File: config.mk
export PLATFORM = sky130hd
export DESIGN_NAME = cpu_irq_sequencer_flat
export DESIGN_NICKNAME = d
export VERILOG_FILES = /design/src/rtl/cpu_irq_sequencer_if.sv /design/src/rtl/cpu_irq_sequencer.sv /design/src/flat_wrapper.sv
export SDC_FILE = /design/constraint.sdc
export NUM_CORES = 1
export LEC_CHECK = 0
export ABC_AREA = 1
export BUFFER_PORTS_ARGS = -buffer_cell sky130_fd_sc_hd__buf_2
export CAP_MARGIN = 30
export CORE_MARGIN = 2
export CORE_UTILIZATION = 50
export CTS_CLUSTER_SIZE = 8
export DETAILED_ROUTE_END_ITERATION = 10
export PLACE_DENSITY = 0.74
export SYNTH_ARGS = -nofsm -noshare
export SYNTH_HDL_FRONTEND = slang
export SYNTH_SLANG_ARGS = --single-unit
File: constraint.sdc
create_clock -name clk -period 2.69 [get_ports clk]
set_input_delay 0.269 -clock clk [delete_from_list [all_inputs] [get_ports clk]]
set_output_delay 0.269 -clock clk [all_outputs]
set_load 0.02 [all_outputs]
File: src/rtl/cpu_irq_sequencer_if.sv
// ---------------------------------------------------------------------------
// cpu_irq_sequencer_if
//   Memory-bus and start/done handshake bundle between the CPU executor and
//   the interrupt/return sequencer.
//
//   mem_addr      16  bus address driven by the sequencer while busy=1
//   mem_data_in    8  read data from synchronous memory
//   mem_data_out   8  write data
//   mem_write_en   1  write strobe, one cycle per byte
//   start          1  one-cycle start pulse from the executor
//   done           1  result valid, held until the next start
//   busy           1  sequencer owns the memory bus
//
//   master : the sequencer side
//   slave  : the executor / memory side
// ---------------------------------------------------------------------------
interface cpu_irq_sequencer_if;
    logic [15:0] mem_addr;
    logic [7:0]  mem_data_in;
    logic [7:0]  mem_data_out;
    logic        mem_write_en;
    logic        start;
    logic        done;
    logic        busy;

    modport master (
        output mem_addr,
        output mem_data_out,
        output mem_write_en,
        output done,
        output busy,
        input  mem_data_in,
        input  start
    );

    modport slave (
        input  mem_addr,
        input  mem_data_out,
        input  mem_write_en,
        input  done,
        input  busy,
        output mem_data_in,
        output start
    );
endinterface

File: src/rtl/cpu_irq_sequencer.sv
// ---------------------------------------------------------------------------
// cpu_irq_sequencer
//   6502-style interrupt/return sequencer run once after every instruction.
//   Services soft reset, RTI, BRK and PPU vblank NMI by driving the memory
//   bus itself; otherwise passes PC/P/SP straight through to the executor.
//
//   Optional feature macro: IRQ_PPU_NMI_EN
//     defined   : a ppu_status[7] rising edge latches a pending NMI
//     undefined : ppu_status is ignored and no NMI is ever taken
//
//   Ports
//     clk, rst          clock, synchronous active-high reset
//     bus (master)      mem_addr/mem_data_in/mem_data_out/mem_write_en,
//                       start/done/busy handshake
//     is_break, is_rti  current instruction is BRK / RTI
//     soft_reset        soft-reset request (level)
//     ppu_status        PPU status, bit7 = vblank
//     pc_in/status_in/stack_in     executor PC, P and SP
//     pc_out/status_out/stack_out  resulting PC, P and SP
//     interrupt_disable status_out[2]
//     halt              freezes every register, outputs hold
// ---------------------------------------------------------------------------
module cpu_irq_sequencer #(
    parameter logic [15:0] NMI_VEC = 16'hFFFA,
    parameter logic [15:0] RST_VEC = 16'hFFFC,
    parameter logic [15:0] BRK_VEC = 16'hFFFE
) (
    input  logic                clk,
    input  logic                rst,
    cpu_irq_sequencer_if.master bus,
    input  logic                is_break,
    input  logic [7:0]          ppu_status,
    input  logic                soft_reset,
    input  logic                is_rti,
    input  logic [15:0]         pc_in,
    input  logic [7:0]          status_in,
    input  logic [7:0]          stack_in,
    output logic [15:0]         pc_out,
    output logic [7:0]          status_out,
    output logic [7:0]          stack_out,
    output logic                interrupt_disable,
    input  logic                halt
);

    localparam logic [3:0] S_IDLE    = 4'd0;
    localparam logic [3:0] S_PASS    = 4'd1;
    localparam logic [3:0] S_PUSH_H  = 4'd2;
    localparam logic [3:0] S_PUSH_L  = 4'd3;
    localparam logic [3:0] S_PUSH_P  = 4'd4;
    localparam logic [3:0] S_VEC_LO  = 4'd5;
    localparam logic [3:0] S_VEC_HI  = 4'd6;
    localparam logic [3:0] S_VEC_W   = 4'd7;
    localparam logic [3:0] S_VEC_FIN = 4'd8;
    localparam logic [3:0] S_RTI_1   = 4'd9;
    localparam logic [3:0] S_RTI_2   = 4'd10;
    localparam logic [3:0] S_RTI_3   = 4'd11;
    localparam logic [3:0] S_RTI_W   = 4'd12;
    localparam logic [3:0] S_RTI_FIN = 4'd13;

    logic [3:0]  state;
    logic [15:0] pc_q;
    logic [7:0]  p_q;
    logic [7:0]  sp_q;
    logic [15:0] vec_q;
    logic [7:0]  lo_q;
    logic [7:0]  rti_p_q;
    logic        is_nmi_q;
    logic        rst_pend;
    logic        nmi_pend;
    logic        nmi_edge;

    logic        rst_req;
    logic        nmi_req;
    logic        take;
    logic        sel_rst;
    logic        sel_rti;
    logic        sel_brk;
    logic        sel_nmi;
    logic [7:0]  sp_inc;
    logic [7:0]  sp_dec;

    // Status byte as stacked: BRK sets B and bit5, NMI sets bit5 and clears B.
    function automatic logic [7:0] push_status(input logic [7:0] p, input logic nmi);
        if (nmi)
            push_status = (p | 8'h20) & ~8'h10;
        else
            push_status = p | 8'h30;
    endfunction

    // A request arriving in the same cycle as start is serviced immediately.
    assign rst_req = rst_pend | soft_reset;
    assign nmi_req = nmi_pend | nmi_edge;

    assign take    = (state == S_IDLE) && bus.start;
    assign sel_rst = take && rst_req;
    assign sel_rti = take && !rst_req && is_rti;
    assign sel_brk = take && !rst_req && !is_rti && is_break;
    assign sel_nmi = take && !rst_req && !is_rti && !is_break && nmi_req;

    assign sp_inc = sp_q + 8'd1;
    assign sp_dec = sp_q - 8'd1;

    assign interrupt_disable = status_out[2];

`ifdef IRQ_PPU_NMI_EN
    logic ppu_vbl_prev;
    logic unused_ppu_bits;

    assign nmi_edge        = ppu_status[7] & ~ppu_vbl_prev;
    assign unused_ppu_bits = ^ppu_status[6:0];

    // Edge history holds under halt so a vblank edge is never lost or doubled.
    always_ff @(posedge clk) begin
        if (rst) begin
            nmi_pend     <= 1'b0;
            ppu_vbl_prev <= 1'b0;
        end else if (!halt) begin
            nmi_pend     <= sel_nmi ? 1'b0 : nmi_req;
            ppu_vbl_prev <= ppu_status[7];
        end
    end
`else
    logic unused_ppu_bits;

    assign nmi_pend        = 1'b0;
    assign nmi_edge        = 1'b0;
    assign unused_ppu_bits = ^ppu_status;
`endif

    always_ff @(posedge clk) begin
        if (rst) begin
            state             <= S_IDLE;
            pc_q              <= '0;
            p_q               <= '0;
            sp_q              <= '0;
            vec_q             <= '0;
            lo_q              <= '0;
            rti_p_q           <= '0;
            is_nmi_q          <= 1'b0;
            rst_pend          <= 1'b0;
            bus.mem_addr      <= '0;
            bus.mem_data_out  <= '0;
            bus.mem_write_en  <= 1'b0;
            bus.done          <= 1'b0;
            bus.busy          <= 1'b0;
            pc_out            <= '0;
            status_out        <= '0;
            stack_out         <= '0;
        end else if (!halt) begin
            rst_pend         <= sel_rst ? 1'b0 : rst_req;
            bus.mem_write_en <= 1'b0;

            case (state)
                S_IDLE: begin
                    if (bus.start) begin
                        pc_q     <= pc_in;
                        p_q      <= status_in;
                        sp_q     <= stack_in;
                        vec_q    <= BRK_VEC;
                        is_nmi_q <= 1'b0;
                        bus.done <= 1'b0;
                        if (sel_rst) begin
                            // Soft reset skips the pushes but still moves SP as if it had pushed.
                            p_q   <= status_in | 8'h04;
                            sp_q  <= stack_in - 8'd3;
                            vec_q <= RST_VEC;
                            state <= S_VEC_LO;
                        end else if (sel_rti) begin
                            state <= S_RTI_1;
                        end else if (sel_brk) begin
                            state <= S_PUSH_H;
                        end else if (sel_nmi) begin
                            is_nmi_q <= 1'b1;
                            vec_q    <= NMI_VEC;
                            state    <= S_PUSH_H;
                        end else begin
                            state <= S_PASS;
                        end
                    end
                end

                S_PASS: begin
                    pc_out     <= pc_q;
                    status_out <= p_q;
                    stack_out  <= sp_q;
                    bus.done   <= 1'b1;
                    state      <= S_IDLE;
                end

                S_PUSH_H: begin
                    bus.busy         <= 1'b1;
                    bus.mem_addr     <= {8'h01, sp_q};
                    bus.mem_data_out <= pc_q[15:8];
                    bus.mem_write_en <= 1'b1;
                    sp_q             <= sp_dec;
                    state            <= S_PUSH_L;
                end

                S_PUSH_L: begin
                    bus.mem_addr     <= {8'h01, sp_q};
                    bus.mem_data_out <= pc_q[7:0];
                    bus.mem_write_en <= 1'b1;
                    sp_q             <= sp_dec;
                    state            <= S_PUSH_P;
                end

                S_PUSH_P: begin
                    bus.mem_addr     <= {8'h01, sp_q};
                    bus.mem_data_out <= push_status(p_q, is_nmi_q);
                    bus.mem_write_en <= 1'b1;
                    sp_q             <= sp_dec;
                    p_q              <= p_q | 8'h04;
                    state            <= S_VEC_LO;
                end

                S_VEC_LO: begin
                    bus.busy     <= 1'b1;
                    bus.mem_addr <= vec_q;
                    state        <= S_VEC_HI;
                end

                S_VEC_HI: begin
                    bus.mem_addr <= vec_q + 16'd1;
                    state        <= S_VEC_W;
                end

                // Memory returns data two edges after the address: low byte lands here.
                S_VEC_W: begin
                    lo_q  <= bus.mem_data_in;
                    state <= S_VEC_FIN;
                end

                S_VEC_FIN: begin
                    pc_out     <= {bus.mem_data_in, lo_q};
                    status_out <= p_q;
                    stack_out  <= sp_q;
                    bus.done   <= 1'b1;
                    bus.busy   <= 1'b0;
                    state      <= S_IDLE;
                end

                S_RTI_1: begin
                    bus.busy     <= 1'b1;
                    sp_q         <= sp_inc;
                    bus.mem_addr <= {8'h01, sp_inc};
                    state        <= S_RTI_2;
                end

                S_RTI_2: begin
                    sp_q         <= sp_inc;
                    bus.mem_addr <= {8'h01, sp_inc};
                    state        <= S_RTI_3;
                end

                // Third pull address goes out while the first pulled byte (P) arrives.
                S_RTI_3: begin
                    sp_q         <= sp_inc;
                    bus.mem_addr <= {8'h01, sp_inc};
                    rti_p_q      <= bus.mem_data_in & 8'hCF;
                    state        <= S_RTI_W;
                end

                S_RTI_W: begin
                    lo_q  <= bus.mem_data_in;
                    state <= S_RTI_FIN;
                end

                S_RTI_FIN: begin
                    pc_out     <= {bus.mem_data_in, lo_q};
                    status_out <= rti_p_q;
                    stack_out  <= sp_q;
                    bus.done   <= 1'b1;
                    bus.busy   <= 1'b0;
                    state      <= S_IDLE;
                end

                default: begin
                    state <= S_IDLE;
                end
            endcase
        end
    end

endmodule

File: src/flat_wrapper.sv
// flat-port wrapper written by rule: the top's interface ports become plain ports
module cpu_irq_sequencer_flat 
#(
    parameter logic [15:0] NMI_VEC = 16'hFFFA,
    parameter logic [15:0] RST_VEC = 16'hFFFC,
    parameter logic [15:0] BRK_VEC = 16'hFFFE
)
  (clk, rst, is_break, ppu_status, soft_reset, is_rti, pc_in, status_in, stack_in, pc_out, status_out, stack_out, interrupt_disable, halt, bus_mem_addr, bus_mem_data_out, bus_mem_write_en, bus_done, bus_busy, bus_mem_data_in, bus_start);
  cpu_irq_sequencer_if bus_i ();
  input  logic clk;
  input  logic rst;
  input  logic is_break;
  input  logic [7:0] ppu_status;
  input  logic soft_reset;
  input  logic is_rti;
  input  logic [15:0] pc_in;
  input  logic [7:0] status_in;
  input  logic [7:0] stack_in;
  output logic [15:0] pc_out;
  output logic [7:0] status_out;
  output logic [7:0] stack_out;
  output logic interrupt_disable;
  input  logic halt;
  output wire logic [$bits(bus_i.mem_addr)-1:0] bus_mem_addr;
  output wire logic [$bits(bus_i.mem_data_out)-1:0] bus_mem_data_out;
  output wire logic [$bits(bus_i.mem_write_en)-1:0] bus_mem_write_en;
  output wire logic [$bits(bus_i.done)-1:0] bus_done;
  output wire logic [$bits(bus_i.busy)-1:0] bus_busy;
  input wire logic [$bits(bus_i.mem_data_in)-1:0] bus_mem_data_in;
  input wire logic [$bits(bus_i.start)-1:0] bus_start;
  assign bus_mem_addr = bus_i.mem_addr;
  assign bus_mem_data_out = bus_i.mem_data_out;
  assign bus_mem_write_en = bus_i.mem_write_en;
  assign bus_done = bus_i.done;
  assign bus_busy = bus_i.busy;
  assign bus_i.mem_data_in = bus_mem_data_in;
  assign bus_i.start = bus_start;
  cpu_irq_sequencer #(.NMI_VEC(NMI_VEC), .RST_VEC(RST_VEC), .BRK_VEC(BRK_VEC)) u_core (.clk(clk), .rst(rst), .bus(bus_i), .is_break(is_break), .ppu_status(ppu_status), .soft_reset(soft_reset), .is_rti(is_rti), .pc_in(pc_in), .status_in(status_in), .stack_in(stack_in), .pc_out(pc_out), .status_out(status_out), .stack_out(stack_out), .interrupt_disable(interrupt_disable), .halt(halt));
endmodule
# Word level (Yosys, flattened, before mapping)
# Index checks and enable logic that the tools add are counted.
# totals
in_bits	55
ff_bits	126
# op_classes
bitwise_logic	3
addsub	4
n_reduce_logical	38
n_mux	21
n_eq_ne	14
# op_table
cell	count
$pmux 16 s4	1
$pmux 8 s3	2
$pmux 4 s11	1
$pmux 16 s2	1
$pmux 8 s2	2
$eq 4x4->1 const B	6
$mux 8	3
$reduce_and 2->1	9
$add 16x1->16 const B	1
$eq 4x3->1 const B	4
$mux 4	3
$reduce_and 3->1	4
$reduce_or 3->1	4
$reduce_bool 2->1	5
$add 8x1->8 const B	1
$eq 4x2->1 const B	2
$sub 8x1->8 const B	1
$sub 8x2->8 const B	1
$logic_and 1x1->1	6
$reduce_bool 3->1	2
$reduce_or 2->1	3
$eq 4x1->1 const B	1
$logic_not 4->1	1
$mux 2	2
other kinds (9)	14

# Longest topological paths before layout
# Gate-level depths: netlist of the first run.
# logic_depth
ltp_word	10
ltp_mapped	12

# Least setup slack after synthesis of the first run
# OpenSTA, ideal clock, no wires.
# synth_timing
path_kind	flip-flop to flip-flop
from	register u_core.state[1]
to	register u_core.pc_q[7]
synth_period_minus_slack_ns	1.524
arrival_ns	1.405
slack_ns	1.166
path_stages_with_launch	10
path_cell_list	dfxtp_1 > buf_2 > nor2_4 > nand2_2 > nor2_2 > nand2_1 > buf_4 > buf_6 > o21ai_0 > a21oi_1
# synth_via
elab_chain_cells	2
# synth_rtl
element	line	text
start: declaration	cpu_irq_sequencer.sv:60	logic [3:0] state;
start signal: assignment	cpu_irq_sequencer.sv:132	state <= S_IDLE;
start signal: assignment	cpu_irq_sequencer.sv:167	state <= S_VEC_LO;
start signal: assignment	cpu_irq_sequencer.sv:169	state <= S_RTI_1;
$logic_not 4->1	cpu_irq_sequencer.sv:153	case (state)
$reduce_and 3->1 (no source line)	--	
end signal: assignment	cpu_irq_sequencer.sv:156	pc_q <= pc_in;
end: declaration	cpu_irq_sequencer.sv:61	logic [15:0] pc_q;
# No other way between the ends.
# A chain may end at the register's enable or synchronous reset.

# Worst setup path after layout of the first run
# layout_timing
from	register u_core.state[3]
to	register u_core.stack_out[6]
# layout_via
elab_chain_cells	3
elab_cells_between_ends	5
cone_classes	3 x eq/ne; 2 x reduce/logical
# layout_rtl
element	line	text
$eq 4x1->1 / $eq 4x4->1 (equally long branches)	cpu_irq_sequencer.sv:153	
$reduce_or 3->1 (no source line) *	--	
$reduce_and 2->1 (no source line) *	--	
end signal: assignment	cpu_irq_sequencer.sv:185	stack_out <= sp_q;
end signal: assignment	cpu_irq_sequencer.sv:236	stack_out <= sp_q;
end signal: assignment	cpu_irq_sequencer.sv:271	stack_out <= sp_q;
end: declaration	cpu_irq_sequencer.sv:40	output logic [7:0] stack_out,
# Every way passes the cells marked *; elsewhere a longest branch is shown, timed or not.

==> out/results.ini, run 1 <==
[placement]
numPortBuffers = 106
hpwl_um = 9799
gp_congestion = 0.8763

[critical_path]
rr_worst_depth = 7
critPathCaptureType = register
path_max_fanout = 26
path_class = reg -> reg
worstReg2RegEnd = u_core.stack_out[6]
cp-startpoint = u_core.state[3]
arrival_ps = 2470
cp-start-kind = register
r2r_setup_slack_ps = 520
r2r-start = u_core.state[3]
cp-endpoint = u_core.stack_out[6]
crit_required_ps = 2980

[yosys]
synth_cell_types = 37
synth_cells = 720
synthArstFlopShare = 0
synth_warnings = 0
syn_nets = 778
synth_top_area_frac = 0.4088
synth_edf_count = 0
synth_area_um2 = 5191
synth_top_cell_by_area = dfxtp_1
synth_seq_area_share = 0.4088
synth.area.top_cells = dfxtp_1, o21ai_0, nor2_1
synth_ff_type = dfxtp_1
synth-seq-cells = 106
avgSynthCellArea_um2 = 7.210

[final_layout]
diodes = 0
fin_util = 0.5759
nets = 858
drive_gt1_frac = 0.2062
area_growth_pct = 12.99

[pwr]
peakVddDrop_v = 0.0003827
p_switching_w = 0.001103
p_comb_frac = 0.198
p_int_w = 0.002339
power_density_nw_per_um2 = 586.8
clkPwrFrac = 0.295
p_leak_nw = 2.669
seq_power_share = 0.507
p_sw_frac = 0.3204

[timing]
final_max_slew_viol_count = 0
setup_viol = 0
tightest_slew_ps = 546.2
fin_tns_setup_ps = 0
hold_violations = 0
fin_skew_ps = 10.89
rsz0062_at_grt = no
finalCritPeriodShare = 0.8075
fmax_ghz = 0.4604
relSlewSlack = 0.6355
fin_crit_ps = 2172

[die]
start_util = 0.5097
die_height_um = 105.9
coreArea_um2 = 10180
die_w_um = 105.9
ios = 115
die_area_um2 = 11210
num_rows = 37

[job]
cap_violations = 0

[drt]
wirelength_met1_um = 6003
postRouteAntennaNets = 0
top_layer_used = met4
vias = 4933
wl_met2_um = 6199
first_pass_iters = 5
viasPerCell = 5.242
avgRoutedWirePerCell_um = 14.02
wl_met3_um = 758
drtIter0Drc = 364
drc = 0
wl_um = 13190

[clock_tree]
holdBufCountCts = 0
cts_resized = 0
cts_tree = yes
clockBufferDepth = 2
h-tree-depth = 3
clk_latency_ps = 370
clkSlewWorstSetupHoldPaths_ps = 100
cts_setup_buffers = 0
cts.sinks = 106
cts_buffers = 9
root_buffer = clkbuf_8

[min_path]
min_path_type = in -> reg

[global_routing]
track_usage = 0.2420
grt_pass1_vias = 4569
grt_max_degree = 66
antenna_found_initial = 0
grt-ovfl-total = 0
grt_pass1_wl_um = 21870

[run_status]
outcome = finished, final reports clean

==> kinds of logic (layout without fill, tap and decap cells) <==
family,after synthesis,count (layout),synth area share
adders and majority gates,3,3,0.007231
DFF,106,106,0.4088
buffers and inverters,118,203,0.1094
xor gates and xnor gates,4,4,0.006748
and+or+nand+nor,273,273,0.2355
AOI/OAI and AO/OA,216,216,0.2323
==> power by group through the flow <==
stage	clock network [W]	logic [W]	registers (W)
6_report	0.00101	0.000681	0.00175
5_1_grt	0.00109	0.000762	0.00176
4_1_cts	0.00103	0.000680	0.00175
3_5_place_dp	0	0.000677	0.00178
3_3_place_gp	0	0.000666	0.00178
2_1_floorplan	0	0.000445	0.00183
==> worst min-delay path by stage <==
stage	from	end	slack, ps	depth (start not counted)
finish	status_in[4]	u_core.p_q[4]	160	3
floorplan	halt	u_core.bus.mem_write_en	410	2
global placement	u_core.rti_p_q[6]	u_core.rti_p_q[6]	430	2
detailed placement	u_core.rti_p_q[6]	u_core.rti_p_q[6]	440	2
CTS	status_in[4]	u_core.p_q[4]	160	3
global route	status_in[2]	u_core.p_q[2]	170	3
==> cell usage after synthesis (2+ instances only) <==
cell type,n
clkbuf_1,13
o21ai_4,2
nor2_2,4
o22ai_1,12
buf_4,12
inv_2,3
o21ai_0,110
inv_1,71
xor2_1,4
buf_1,2
nand2_1,95
nor2_4,4
nor3_1,4
dfxtp_1,106
a31oi_1,3
nand2_4,6
a21oi_1,62
a211oi_2,8
buf_6,9
ha_1,3
nand4_1,6
nand3_1,31
nor2_1,114
inv_4,2
o21ai_1,13
nand2_2,5
buf_2,6
==> flip-flops by register name, indices dropped and copies added (netlist names), 2 cells and up <==
signal / cells
u_core.rti_p_q: 6
u_core.status_out: 8
u_core.lo_q: 8
u_core.bus.mem_addr: 10
u_core.pc_q: 16
u_core.p_q: 8
u_core.state: 4
u_core.vec_q: 2
u_core.pc_out: 16
u_core.sp_q: 8
u_core.stack_out: 8
u_core.bus.mem_data_out: 8
==> critical path: stages, from the launching register on <==
cell,delay [ps]
dfxtp_1,670
nand3_2,380
o21ai_2,180
nand2_2,90
nand2_4,240
buf_4,290
nor2_1,90
a211oi_2,140
==> layout make-up <==
cell class / instances / area (µm²)
repair buffers: 111 / 580.6
inverters: 76 / 290.3
clock inverters: 6 / 73.82
clock buffers: 10 / 127.6
fillers: 968 / 4319
multi-input cells: 496 / 2501
flip-flops and latches: 106 / 2122
well taps: 136 / 170.2
==> layer usage <==
metal  track usage  vias to the layer above
li1              -                     2522
met1        0.3284                     2247
met2        0.3982                      148
met3       0.03372                       16
met4       0.08083                        0
met5             0                        -
==> through the flow <==
stage / area (µm²) / power (W) / setup slack [ps] / hold slack, ps / std cells
floorplan: 5191 / 0.002274 / 1166 / 409.5 / 720
global placement: 5664 / 0.002441 / 603.6 / 431.7 / 925
detailed placement: 5664 / 0.002457 / 545.7 / 439.5 / 925
CTS: 5866 / 0.003451 / 529.9 / 157.5 / 941
global route: 5866 / 0.003616 / 316.0 / 165.2 / 941
finish: 5866 / 0.003442 / 517.8 / 164.5 / 941
==> cell usage in the layout (no fill, tap or decap), types with 2 or more instances in the layout <==
master	instances
xor2_1	4
a21oi_1	62
nand3_1	31
nor2_2	4
nand2_4	6
o22ai_1	12
o21ai_0	110
buf_4	4
nor2_1	114
o21ai_4	2
inv_1	70
nand2_1	95
dfxtp_1	106
inv_4	2
inv_2	4
a211oi_2	8
nor2_4	4
clkbuf_8	9
o21ai_1	13
nand2_2	5
nor3_1	4
buf_2	106
ha_1	3
a31oi_1	3
nand4_1	6
clkinvlp_4	2
(Power assumes the default switching activity.)
==> run 2, diff against run 1 <==
--- a/config.mk
+++ b/config.mk
@@ -9,10 +9,10 @@
 export BUFFER_PORTS_ARGS = -buffer_cell sky130_fd_sc_hd__buf_2
 export CAP_MARGIN = 30
 export CORE_MARGIN = 2
-export CORE_UTILIZATION = 50
+export CORE_UTILIZATION = 49
 export CTS_CLUSTER_SIZE = 8
 export DETAILED_ROUTE_END_ITERATION = 10
-export PLACE_DENSITY = 0.74
+export PLACE_DENSITY = 0.76
 export SYNTH_ARGS = -nofsm -noshare
 export SYNTH_HDL_FRONTEND = slang
 export SYNTH_SLANG_ARGS = --single-unit
==> constraint.sdc (replaced) <==
create_clock -name clk -period 1.8 [get_ports clk]
set_input_delay 0.18 -clock clk [delete_from_list [all_inputs] [get_ports clk]]
set_output_delay 0.18 -clock clk [all_outputs]
set_load 0.02 [all_outputs]
==> out/results.ini, run 2 (same netlist as run 1, synthesis figures left out) <==
[pwr]
peakVddDrop_v = 0.0003831
p_leak_nw = 2.736
power_density_nw_per_um2 = 862.1
p_switching_w = 0.001612
p_comb_frac = 0.205
p_sw_frac = 0.3126
clkPwrFrac = 0.288
p_int_w = 0.003545
seq_power_share = 0.507

[final_layout]
reg.largest.list = u_core.pc_out: 16 flops, u_core.pc_q: 16 flops, u_core.bus.mem_addr: 10 flops
diodes = 0
nFillCells = 972
layout_common_cells = nor2_1, o21ai_0, buf_2
nets = 871
final_common_cell = nor2_1
drive_gt1_frac = 0.2262
area_growth_pct = 15.23

[drt]
drc = 0
first_pass_iters = 5
viasPerCell = 5.262
wl_met3_um = 780
drtIter0Drc = 331
vias = 5020
top_layer_used = met4
wirelength_met1_um = 6208
postRouteAntennaNets = 0
avgRoutedWirePerCell_um = 14.40
wl_met2_um = 6447
wl_um = 13740

[clock_tree]
clk_latency_ps = 370
root_buffer = clkbuf_8
holdBufCountCts = 0
cts_tree = yes
clkSlewWorstSetupHoldPaths_ps = 100
cts_setup_buffers = 0
clockBufferDepth = 2
cts_buffers = 9
h-tree-depth = 3
cts.sinks = 106

[global_routing]
antenna_found_initial = 0
track_usage = 0.2415
grt_pass1_wl_um = 21940
grt-ovfl-total = 0
grt_max_degree = 53
grt_pass1_vias = 4582

[timing]
finalCritPeriodShare = 0.9224
fin_tns_setup_ps = 0
fin_crit_ps = 1660
relSlewSlack = 0.6786
final_max_slew_viol_count = 0
hold_violations = 0
fmax_ghz = 0.6023
setup_viol = 0
worst_hold_slack_ps = 84.60
tightest_slew_ps = 482.1
rsz0062_at_grt = no
fin_skew_ps = 16.31

[critical_path]
cp-start-kind = register
arrival_ps = 1910
path_max_fanout = 46
path_class = reg -> reg
crit_required_ps = 2050
critPathCaptureType = register
r2r_setup_slack_ps = 140

[min_path]
min_path_type = in -> reg

[die]
die_height_um = 106.9
num_rows = 37
die_area_um2 = 11430
start_util = 0.5028
coreArea_um2 = 10320
die_w_um = 106.9
ios = 115

[run_status]
outcome = finished, final reports clean

[placement]
numPortBuffers = 106
gp_congestion = 0.9285
hpwl_um = 10290

[job]
cap_violations = 0

run 2: worst paths after layout:
kind                 startpoint           endpoint  cells past startpoint
max             u_core.state[3]     u_core.pc_q[1]                      7
max reg2reg     u_core.state[3]     u_core.pc_q[1]                      7
min          bus_mem_data_in[5]     u_core.lo_q[5]                      3
min reg2reg   u_core.rti_p_q[1]  u_core.rti_p_q[1]                      2
run 2: repair_timing:
action,in CTS,in global routing
setup endpoints to repair,1,45
gates resized for setup,1,6
pin swaps,0,0
run 2: area by class of cell:
cell class | count | area [µm²] | area share
repair buffers | 124 | 690.7 | 0.1155
flip-flops and latches | 106 | 2128 | 0.3558
clock inverters | 4 | 51.30 | 0.008576
multi-input cells | 496 | 2506 | 0.4189
well taps | 136 | 170.2 | 0.02845
clock buffers | 12 | 145.1 | 0.02426
inverters | 76 | 290.3 | 0.04853
run 2: worst max-delay path, stage by stage (launching register included):
cell and delay, ps:
dfxtp_2 370, nor2_4 240, nand2_2 130, nor2_2 130, nand2_1 140, buf_12 210, o21ai_0 250, a21oi_1 60
run 2: per-stage QoR:
| step | power, W | cells | area (µm²) | utilization | worst slack, ps |
|---|---|---|---|---|---|
| after floorplan | 0.003398 | 720 | 5191 | - | 275.5 |
| after global placement | 0.003682 | 938 | 5774 | 0.5593 | 128.3 |
| after detailed placement | 0.003711 | 938 | 5774 | 0.5593 | 7.676 |
| after CTS | 0.005157 | 954 | 5972 | 0.5785 | 4.936 |
| after global routing | 0.005395 | 954 | 5982 | 0.5794 | 0.4625 |
| final | 0.005157 | 954 | 5982 | 0.5794 | 139.8 |
run 2: power groups by stage:
stage	Sequential (W)	Combinational, W	Clock [W]
after global routing	0.00263	0.00117	0.00159
after detailed placement	0.00266	0.00105	0
after global placement	0.00265	0.00103	0
final	0.00261	0.00106	0.00149
after CTS	0.00261	0.00106	0.00149
after floorplan	0.00273	0.000665	0
run 2: per-layer routing:
metal	track usage	vias up
li1	-	2556
met1	0.3128	2255
met2	0.4004	176
met3	0.03891	33
met4	0.1002	0
met5	0	-
==> run 3, diff against run 2 <==
--- a/config.mk
+++ b/config.mk
@@ -12,7 +12,8 @@
 export CORE_UTILIZATION = 49
 export CTS_CLUSTER_SIZE = 8
 export DETAILED_ROUTE_END_ITERATION = 10
-export PLACE_DENSITY = 0.76
+export MAX_ROUTING_LAYER = met4
+export PLACE_DENSITY_LB_ADDON = 0.2
 export SYNTH_ARGS = -nofsm -noshare
 export SYNTH_HDL_FRONTEND = slang
 export SYNTH_SLANG_ARGS = --single-unit
==> out/results.ini, run 3 (same netlist as run 1, synthesis figures left out) <==
[drt]
drtIter0Drc = 280
viasPerCell = 5.238
wl_um = 13910
drc = 0
first_pass_iters = 5
postRouteAntennaNets = 0
avgRoutedWirePerCell_um = 14.44
vias = 5044

[clock_tree]
cts_buffers = 9
clockBufferDepth = 2
root_buffer = clkbuf_8
holdBufCountCts = 0
clkSlewWorstSetupHoldPaths_ps = 100
cts_tree = yes
cts.sinks = 106
h-tree-depth = 3
clk_latency_ps = 370

[placement]
pre_cts_slack_ps = 59.88
numPortBuffers = 106
gp_congestion = 0.9180
hpwl_um = 10560

[critical_path]
cp-start-kind = register
critPathCaptureType = register
arrival_ps = 1950
path_class = reg -> reg
rr_worst_depth = 9
path_max_fanout = 5
r2r_setup_slack_ps = 120
crit_required_ps = 2070

[global_routing]
grt-ovfl-total = 0
grt_pass1_wl_um = 22910
track_usage = 0.2607
grt_max_degree = 61
antenna_found_initial = 0
grt_pass1_vias = 4794

[final_layout]
diodes = 0
drive_gt1_frac = 0.2346
final_common_cell = nor2_1
nets = 880
nFillCells = 1023
layout_common_cells = nor2_1, o21ai_0, buf_2
reg.largest.list = u_core.pc_out: 16 flops, u_core.pc_q: 16 flops, u_core.bus.mem_addr: 10 flops
area_growth_pct = 16.92

[timing]
fin_tns_setup_ps = 0
final_max_slew_viol_count = 0
relSlewSlack = 0.6651
tightest_slew_ps = 500.4
rsz0062_at_grt = no
fin_skew_ps = 7.674
worst_hold_slack_ps = 67.93
hold_violations = 0
finalCritPeriodShare = 0.9329
setup_viol = 0
fmax_ghz = 0.5955
fin_crit_ps = 1679
finalWorstSetupSlack_ps = 120.7

[pwr]
peakVddDrop_v = 0.0005361
p_switching_w = 0.001652
finalPower_w = 0.005113
p_comb_frac = 0.213
power_density_nw_per_um2 = 842.4
p_leak_nw = 2.777
p_sw_frac = 0.3231
clkPwrFrac = 0.277
p_int_w = 0.003461
seq_power_share = 0.510

[run_status]
outcome = finished, final reports clean

[job]
cap_violations = 0

[die]
coreArea_um2 = 10320
start_util = 0.5028
die_height_um = 106.9
die_w_um = 106.9
ios = 115
die_area_um2 = 11430
num_rows = 37

[min_path]
min_path_type = in -> reg
hold_depth = 3

==> run 3: through the flow <==
step / utilization / std cells / cell area [µm²]
3_3_place_gp: 0.5668 / 945 / 5852
6_report: 0.5879 / 963 / 6070
4_1_cts: 0.5850 / 961 / 6040
3_5_place_dp: 0.5668 / 945 / 5852
5_1_grt: 0.5879 / 963 / 6070
2_1_floorplan: - / 720 / 5191
==> run 3: metal layers <==
metal	global-route usage	vias to the layer above	routed length, µm	share of wire
met5	-	-	0	0
met4	0.08163	0	246	0.018
met3	0.03769	20	679	0.049
met2	0.4099	143	6393	0.46
met1	0.3494	2318	6588	0.47
li1	-	2563	-	-
==> run 3: final cells by class <==
class / instances / area [µm²] / share of cell area
clock buffers: 11 / 151.4 / 0.02494
repair buffers: 133 / 783.3 / 0.1290
flip-flops and latches: 106 / 2125 / 0.3500
multi-input cells: 496 / 2514 / 0.4141
clock inverters: 5 / 36.28 / 0.005978
well taps: 136 / 170.2 / 0.02804
inverters: 76 / 290.3 / 0.04783
==> run 3: final timing paths <==
kind	from	end
max	u_core.state[3]	u_core.bus.mem_addr[7]
min	status_in[4]	u_core.p_q[4]
max reg2reg	u_core.state[3]	u_core.bus.mem_addr[7]
min reg2reg	u_core.rti_p_q[6]	u_core.rti_p_q[6]
==> run 3: what timing repair did <==
action / CTS / global route
setup buffers: 0 / 2
setup endpoints to repair: 0 / 55
resized for setup: 0 / 6
==> run 3: worst max-delay path, cell delays in order, from the launching register on <==
cell	delay [ps]
dfxtp_1	450
buf_12	160
nand2_4	70
nor2_4	160
inv_4	70
nand2_4	100
o21ai_4	70
nor2_2	210
and3_1	240
nor2_1	50
==> run 3: power groups by stage <==
stage	Clock (W)	Combinational [W]	Sequential (W)
after detailed placement	0	0.00107	0.00266
after floorplan	0	0.000665	0.00273
after CTS	0.00144	0.00108	0.00260
after global placement	0	0.00106	0.00265
final	0.00142	0.00109	0.00261
after global routing	0.00155	0.00122	0.00262
